**src/rtl/averages_pkg.sv**
```systemverilog
// Constants and FSM state type shared by the byte packer and the 64-bit serializer.
package averages_pkg;

  localparam int unsigned BYTE_W = 8;
  localparam int unsigned NBYTES = 8;
  localparam int unsigned WORD_W = BYTE_W * NBYTES;

  typedef enum logic {
    FILL = 1'b0,
    HOLD = 1'b1
  } pack_state_t;

endpackage

```
**src/rtl/byte_lane_writer.sv**
```systemverilog
// Combinational lane insert: writes one byte into lane `lane` of the accumulator.
// Lane 0 is the most significant byte.
module byte_lane_writer #(
  parameter int unsigned BYTE_W = 8,
  parameter int unsigned NBYTES = 8,
  parameter int unsigned IDX_W  = 8
) (
  input  logic [BYTE_W*NBYTES-1:0] acc,
  input  logic [IDX_W-1:0]         lane,
  input  logic [BYTE_W-1:0]        data,
  output logic [BYTE_W*NBYTES-1:0] acc_next
);

  always_comb begin
    acc_next = acc;
    for (int unsigned i = 0; i < NBYTES; i++) begin
      if (lane == IDX_W'(i)) begin
        acc_next[BYTE_W*(NBYTES-i)-1 -: BYTE_W] = data;
      end
    end
  end

endmodule

```
**src/rtl/byte_packer_64.sv**
```systemverilog
// Packs a valid/ready byte stream MSB-first into words; a word closes when full
// or on in_last, and is held in the output register until the consumer takes it.
module byte_packer_64 #(
  parameter int unsigned BYTE_W = averages_pkg::BYTE_W,
  parameter int unsigned NBYTES = averages_pkg::NBYTES
) (
  input  logic                     clk,
  input  logic                     rst,
  input  logic [BYTE_W-1:0]        in_data,
  input  logic                     in_valid,
  input  logic                     in_last,
  output logic                     in_ready,
  output logic [BYTE_W*NBYTES-1:0] out_data,
  output logic [3:0]               out_nbytes,
  output logic                     out_valid,
  input  logic                     out_ready,
  output logic [7:0]               count,
  output logic [7:0]               word_count
);
  import averages_pkg::*;

  localparam int unsigned WORD_W = BYTE_W * NBYTES;

  pack_state_t       state;
  logic [WORD_W-1:0] acc;
  logic [WORD_W-1:0] acc_next;
  logic              accept;
  logic              close;

  // Ready depends on the state register alone, never on out_ready.
  assign in_ready = (state == FILL);
  assign accept   = in_valid & in_ready;
  assign close    = accept & (in_last | (count == 8'(NBYTES - 1)));

  byte_lane_writer #(
    .BYTE_W (BYTE_W),
    .NBYTES (NBYTES),
    .IDX_W  (8)
  ) u_lane_writer (
    .acc      (acc),
    .lane     (count),
    .data     (in_data),
    .acc_next (acc_next)
  );

  // Accumulator is cleared on every close, so unwritten lanes of a short word read as 0.
  always_ff @(posedge clk or negedge rst) begin
    if (!rst) begin
      state      <= FILL;
      acc        <= '0;
      count      <= 8'd0;
      word_count <= 8'd0;
      out_data   <= '0;
      out_nbytes <= 4'd0;
      out_valid  <= 1'b0;
    end else begin
      case (state)
        FILL: begin
          if (close) begin
            out_data   <= acc_next;
            out_nbytes <= 4'(count + 8'd1);
            out_valid  <= 1'b1;
            count      <= 8'd0;
            acc        <= '0;
            state      <= HOLD;
          end else if (accept) begin
            acc   <= acc_next;
            count <= count + 8'd1;
          end
        end
        HOLD: begin
          if (out_valid && out_ready) begin
            out_valid  <= 1'b0;
            word_count <= word_count + 8'd1;
            state      <= FILL;
          end
        end
        default: state <= FILL;
      endcase
    end
  end

endmodule

```
**config.mk**
```make
export PLATFORM = sky130hd
export DESIGN_NAME = byte_packer_64
export DESIGN_NICKNAME = d
export VERILOG_FILES = /design/src/rtl/averages_pkg.sv /design/src/rtl/byte_lane_writer.sv /design/src/rtl/byte_packer_64.sv
export SDC_FILE = /design/constraint.sdc
export NUM_CORES = 1
export LEC_CHECK = 0
export ABC_AREA = 1
export BUFFER_PORTS_ARGS = -buffer_cell sky130_fd_sc_hd__buf_4
export CAP_MARGIN = 5
export CORE_MARGIN = 5
export CORE_UTILIZATION = 59
export CTS_BUF_LIST = sky130_fd_sc_hd__clkbuf_2 sky130_fd_sc_hd__clkbuf_4 sky130_fd_sc_hd__clkbuf_8
export DETAILED_ROUTE_END_ITERATION = 10
export HOLD_SLACK_MARGIN = 0.12
export PLACE_DENSITY = 0.84
export REMOVE_ABC_BUFFERS = 1
export SYNTH_ARGS = -nofsm -noshare
export SYNTH_HDL_FRONTEND = slang
export SYNTH_SLANG_ARGS = --single-unit
```
**constraint.sdc**
```tcl
create_clock -name clk -period 1.85 [get_ports clk]
set_clock_uncertainty 0.05 [all_clocks]
set_input_delay 0.0925 -clock clk [delete_from_list [all_inputs] [get_ports clk]]
set_output_delay 0.0925 -clock clk [all_outputs]
set_load 0.05 [all_outputs]
```
==> results.md, run 1 <==
- Fin crit period: around 1800 ps
- Sequential group share of total power: 36.4%
- Critical Path AT: approximately 2000 ps
- Rel. slew slack: 64.14%
- Clk slew on worst S/H paths: 80 ps
- Total gr overflow: 0
- Capture point of the critical path: acc[24]$_DFFE_PN0P_
- CTS sink count: 150
- Finished Core Util: 74.51%
- RSZ-0062 raised after global routing: false
- Maximum clock frequency: 567.3 MHz
- Clock Path Buffers: 2
- Diode count: 0
- WL/cell: 14.56 µm
- Cell Int Power: 0.007133 W
- CORE AREA: 11,370 µm²
- DRC viols: 0
- Total vias in the final route: roughly 6,000
- Peak VDD IR: between 1 and 1.5 mV
- Maximum fanout along the worst path: 8
- Placed wire-length estimate: 10,960 µm
- Die area: 13,790 µm²
- Comb power frac: between 40 and 50%
- Most common cell after layout, fill and taps aside: nand2_1
- YS warnings: 0
- I/O pins: 99
- I/O Buffers: 98
- CP Launch Point: count[0]$_DFFE_PN0P_
- Area grow syn2layout: 24.44%
- Vias in the first global route: 5,957
- Min setup slack post-route: just under 90 ps
- Worst slack, placed: 54.66 ps
- TritonCTS Buffers: 17
- Cell count after synthesis: 893
- Final setup fails: 0
- Reg2Reg Capture Point: acc[24]$_DFFE_PN0P_
- Area leader, netlist: dfrtp_1
- Global-route wire length before repair: 29,080 µm
- Detail Route Antenna Nets: 0
- Fin nets: around 1,000
- Yosys reg bits: 150
- Commonest cells after routing, fill and taps aside: nand2_1 (590), dfrtp_1 (150), buf_4 (123)
- Avg Synthesized Cell Area: 7.623 µm²
- Hold Path Class: primary input to asynchronous set/reset pin
- Yosys cell types: 24
- Skew-Pair Late Insertion Delay: 440 ps
- DIE HEIGHT: roughly 120 µm
- Chip width: 117.4 µm
- R2R cell count: 9
- R2R setup slack: between 80 and 90 ps
- Vias per cell: 5.132
- Slew @ Worst Pin: 537.9 ps
- Max-cap violation count: 0
- CTS tree: yes
- Switching part of the total: 42.74%
- P_sw: 0.005325 W
- Initial antenna violation count: 0
- # rows: 39
- Initial Utilization: 59.88%
- Power per cell area: 1470 nW/µm²
- Critical path type: flop to flop
- Clock Root Buffer: clkbuf_8
- Area contributors post-synth: dfrtp_1 (55%), nand2_1 (33%), o21ai_0 (2.4%), nor2_1 (1.2%), ha_1 (0.92%)
- Final Max Slew Viols: 0
- Req. time, crit path: 2130 ps
- Sequential share of the synthesized area: 55.14%
- R2R Path Start: count[0]$_DFFE_PN0P_
- Synthesized cell area: 6808 µm²
- GRT Overall Usage: 25.55%
- Crit share post-route: 95.28%
- Crit path capture type: flop
- Routed wire length: 17,030 µm
- Pin count of the biggest net entering global routing: 56
- Status: finished, final reports clean
- Routability Congestion: between 0.8 and 0.9
- H-tree depth: 4
- TritonRoute pass-1 iters: 5
- Final Hold Viols: 0
- Startpoint type of the worst setup path: flop
- Pleak: 4.991 nW
- Top-area cell type share of the netlist area: approximately 55%
- Clk network pwr share: 22.5%
- DRT iter0 DRCs: 454
- Fraction of layout cells with a size suffix above 1: between 15 and 20%
[per-stage QoR]
stage | hold WS [ps] | power [W] | cell area [µm²] | setup TNS, ps | cells
4_1_cts | 144.6 | 0.01248 | 8453 | 0 | 1170
5_1_grt | 171.8 | 0.01317 | 8472 | 0 | 1170
2_1_floorplan | -253.1 | 0.007826 | 6598 | -182220 | 851
3_3_place_gp | 42.69 | 0.009504 | 7871 | 0 | 1125
3_5_place_dp | 48.14 | 0.009607 | 7871 | 0 | 1125
6_report | 145.2 | 0.01246 | 8472 | 0 | 1170
[worst min path at each step]
stage               from                         to  slack [ps]
CTS                  rst  word_count[4]$_DFFE_PN0P_         140
global route         rst  word_count[4]$_DFFE_PN0P_         170
global placement     rst  word_count[4]$_DFFE_PN0P_          40
finish               rst  word_count[4]$_DFFE_PN0P_         150
detailed placement   rst  word_count[4]$_DFFE_PN0P_          50
floorplan            rst         acc[0]$_DFFE_PN0P_        -250
[metal layers]
metal / wire length, µm / vias to the layer above / track usage (%)
met2: 8177 / 198 / 40.28
met4: 513 / 0 / 10.51
met5: 0 / - / 0
li1: - / 2947 / -
met3: 1178 / 46 / 6.304
met1: 7163 / 2813 / 33.96
[layout make-up]
cell class,count,area (µm²)
clock buffer,21,282.8
clock inverter,11,171.4
fill,863,2898
inverter,17,67.56
multi-input combinational,684,2803
sequential,150,3754
tap,143,178.9
timing repair buffer,144,1215
[synthesized netlist by cell type]
cell and number:
nand2_1 594, nand3_4 1, buf_4 8, nor2_1 21
o21ai_0 32, nor3_4 1, nor2_4 2, inv_2 1
dfrtp_1 150, nand3_1 11, nor2_2 1, nor3_1 1
xnor2_1 3, o21ai_2 1, buf_1 8, buf_6 1
xor2_1 7, clkbuf_1 13, inv_1 16, ha_1 5
nand4_1 2, mux2_2 1, buf_2 12, nand2_2 1
[what timing repair did]
item | CTS | global route
endpoints found under the setup margin | 1 | 55
hold endpoints to repair | 285 | 0
hold buffers | 12 | 0
pin swaps | 1 | 0
resized for setup | 0 | 10
buffers inserted | 1 | 0
[sequential cells by signal, indices dropped and copies added, names as in the netlist]
name and cells:
acc 64, out_data 64, count 8, word_count 8, out_nbytes 4, out_valid 1
state 1
[cell families (layout without fill, tap and decap cells)]
| family | Yosys count | in the layout | synth area share (%) |
|---|---|---|---|
| AOI/OAI and AO/OA | 33 | 33 | 2.481 |
| buffers and inverters | 59 | 193 | 4.025 |
| and+or+nand+nor | 635 | 635 | 35.99 |
| DFF | 150 | 150 | 55.14 |
| muxes | 1 | 1 | 0.1654 |
| adders and majority gates | 5 | 5 | 0.9189 |
| xor gates and xnor gates | 10 | 10 | 1.287 |
[power by group through the flow]
stage	clock [W]	combinational, W	sequential, W
global placement	0	0.00496	0.00454
detailed placement	0	0.00504	0.00456
CTS	0.00286	0.00510	0.00452
floorplan	0	0.00164	0.00618
global route	0.00300	0.00554	0.00463
finish	0.00281	0.00512	0.00453
[critical path: stages, from the launching register on]
cell and delay (ps):
dfrtp_1 390, buf_4 160, inv_2 90, ha_1 180, nand3_1 100, buf_4 180
o21ai_0 250, nand2_1 120, nand2_1 90, nand2_1 60
Note: power is estimated with default switching activity, not from simulation.
==> inputs of run 2 (changes only) <==
==> constraint.sdc (replaced) <==
create_clock -name clk -period 1.9 [get_ports clk]
set_clock_uncertainty 0.05 [all_clocks]
set_input_delay 0.095 -clock clk [delete_from_list [all_inputs] [get_ports clk]]
set_output_delay 0.095 -clock clk [all_outputs]
set_load 0.05 [all_outputs]
==> results.md, run 2 (synthesized netlist as in run 1, its figures left out) <==
- Status: finished, final reports clean
- Most common cell after layout, fill and taps aside: nand2_1
- Routed wire length: 17,200 µm (+0.98%)
- Routability Congestion: 0.8762 (+3.4%)
- Detail Route Antenna Nets: 0 (unchanged)
- Critical Path AT: 2030 ps (about the same)
- GRT Overall Usage: 25.43% (-0.12 points)
- Chip width: 117.4 µm (unchanged)
- Startpoint type of the worst setup path: flop
- Final Hold Viols: 0 (unchanged)
- TritonRoute pass-1 iters: 5 (unchanged)
- Fin crit period: 1742 ps (-20.39 ps)
- Area grow syn2layout: 23.38%
- CTS-repair resized insts: 0 (unchanged)
- Req. time, crit path: 2190 ps (+60 ps)
- Worst slack, placed: 78.09 ps (+23.44 ps)
- Final setup fails: 0 (unchanged)
- I/O Buffers: 98 (unchanged)
- Clock Root Buffer: clkbuf_8
- DIE HEIGHT: 117.4 µm (unchanged)
- Total gr overflow: 0 (unchanged)
- Final Max Slew Viols: 0 (unchanged)
- Crit path capture type: flop
- Maximum fanout along the worst path: 8 (unchanged)
- Finished Core Util: 73.87% (-0.64 points)
- Fillers: 850 (-1.5%)
- Placed inst area: 7849 µm² (-0.29%)
- Hold Path Class: primary input to asynchronous set/reset pin
- CTS tree: yes
- Critical path type: flop to flop
- Initial antenna violation count: 0 (unchanged)
- Layout Cell Area excl Fill: 8399 µm² (-0.86%)
- H-tree depth: 4 (unchanged)
- Commonest cells after routing, fill and taps aside: nand2_1 (594), dfrtp_1 (150), buf_4 (122)
- # rows: 39 (unchanged)
- Fraction of layout cells with a size suffix above 1: 16.76% (-0.67 points)
- CP Cell Sequence: buf_4 -> inv_1 -> ha_1 -> nand3_1 -> buf_4 -> o21ai_0 -> nand2_1 -> nand2_1 -> nand2_1
- Placed cell count: 1,122 (-0.27%)
- Placed wire-length estimate: 11,120 µm (+1.4%)
- Initial Utilization: 59.88% (unchanged)
- Die area: 13,790 µm² (unchanged)
- Rel. slew slack: 64.83% (+0.69 points)
- Min setup slack post-route: 157.7 ps (+70.39 ps)
- Power per cell area: 1410 nW/µm² (-4.1%)
- CTS sink count: 150 (unchanged)
- Clk slew on worst S/H paths: 90 ps (about the same)
- Largest registers: acc (64), out_data (64)
- DRT iter0 DRCs: 430 (-5.3%)
- Worst path max stage delay: 380 ps (about the same)
- Peak VDD IR: 1.005 mV (-10%)
- Fin nets: 1,031 (-0.097%)
- Max-cap violation count: 0 (unchanged)
- RSZ-0062 raised after global routing: false
- Skew-Pair Late Insertion Delay: 450 ps (about the same)
- Slew @ Worst Pin: 527.6 ps (-10.38 ps)
- Vias in the first global route: 5,994 (+0.62%)
- Pleak: 4.964 nW (-0.53%)
- CORE AREA: 11,370 µm² (unchanged)
- Pwr Total: 0.01184 W (-5.0%)
- Diode count: 0 (unchanged)
- Crit share post-route: 91.70% (-3.6 points)
- I/O pins: 99 (unchanged)
- CP dominant cell by count: nand2_1
- Pin count of the biggest net entering global routing: 54 (-3.6%)
- Fin cells: 1,169 (-0.085%)
- WL/cell: 14.71 µm (+1.1%)
- Maximum clock frequency: 574.0 MHz (+1.2%)
- Global-route wire length before repair: 28,900 µm (-0.59%)
- TritonCTS Buffers: 17 (unchanged)
- DRC viols: 0 (unchanged)
- Slowest CP cell: dfrtp_1
- Vias per cell: 5.251 (+2.3%)
- Clock Path Buffers: 2 (unchanged)
- Total vias in the final route: 6,139 (+2.2%)
[run 2: cell count changes in the layout (fill, tap and decap cells not counted), sizes merged]
| cell | change |
|---|---|
| buf | -1 |
| bufinv | -2 |
| clkinv | +3 |
| clkinvlp | -1 |
[run 2: timing repair]
action | 4_1_cts | 5_1_grt
hold buffers | 12 | 0
endpoints found under the setup margin | 0 | 59
endpoints found under the hold margin | 288 | 0
setup buffers | 0 | 3
[run 2: layout make-up]
class                           instances  area (µm²)  share of cell area (%)
Clock inverter                         11       125.1                   1.490
Sequential cell                       150        3754                   44.69
Inverter                               17       63.81                  0.7597
Tap cell                              143       178.9                   2.130
Clock buffer                           21       282.8                   3.367
Multi-Input combinational cell        684        2788                   33.19
Timing Repair Buffer                  143        1207                   14.38
[run 2: metrics by stage]
step	hold WS (ps)	TNS, ps
global placement	38.96	0
CTS	127.1	0
global route	151.9	0
finish	127.6	0
detailed placement	39.40	0
floorplan	-250.6	-175120
[run 2: power breakdown]
part | switching [W] | total, W | internal (W)
sequential | 0.000487 | 0.00442 | 0.00393
combinational | 0.00348 | 0.00492 | 0.00144
clock | 0.00122 | 0.00250 | 0.00128
total | 0.00519 | 0.0118 | 0.00665
[run 2: per-layer routing]
layer	wire length (µm)	share of wire, %	GRT usage [%]	vias up
li1	-	-	-	2956
met1	7341	43	34.32	2909
met2	8162	47	39.92	236
met3	1246	7.2	5.582	38
met4	450	2.6	10.66	0
met5	0	0	0	-
[run 2: worst paths after layout]
kind	start	slack (ps)	depth (start not counted)	end
hold reg to reg	acc[28]$_DFFE_PN0P_	430	2	acc[28]$_DFFE_PN0P_
setup / recovery	count[0]$_DFFE_PN0P_	160	9	acc[10]$_DFFE_PN0P_
min in group clk	out_ready	410	5	state$_DFF_PN0_
setup reg to reg	count[0]$_DFFE_PN0P_	160	9	acc[10]$_DFFE_PN0P_
hold / removal	rst	130	2	acc[20]$_DFFE_PN0P_
max in group asynchronous	rst	1050	3	out_nbytes[3]$_DFFE_PN0P_
[run 2: worst max-delay path: cells and delay by family (launching register included)]
kind                       cells  cell delay [ps]
and+or+nand+nor                4              360
AOI/OAI and AO/OA              1              160
buffers and inverters          3              490
adders and majority gates      1              190
DFF                            1              380
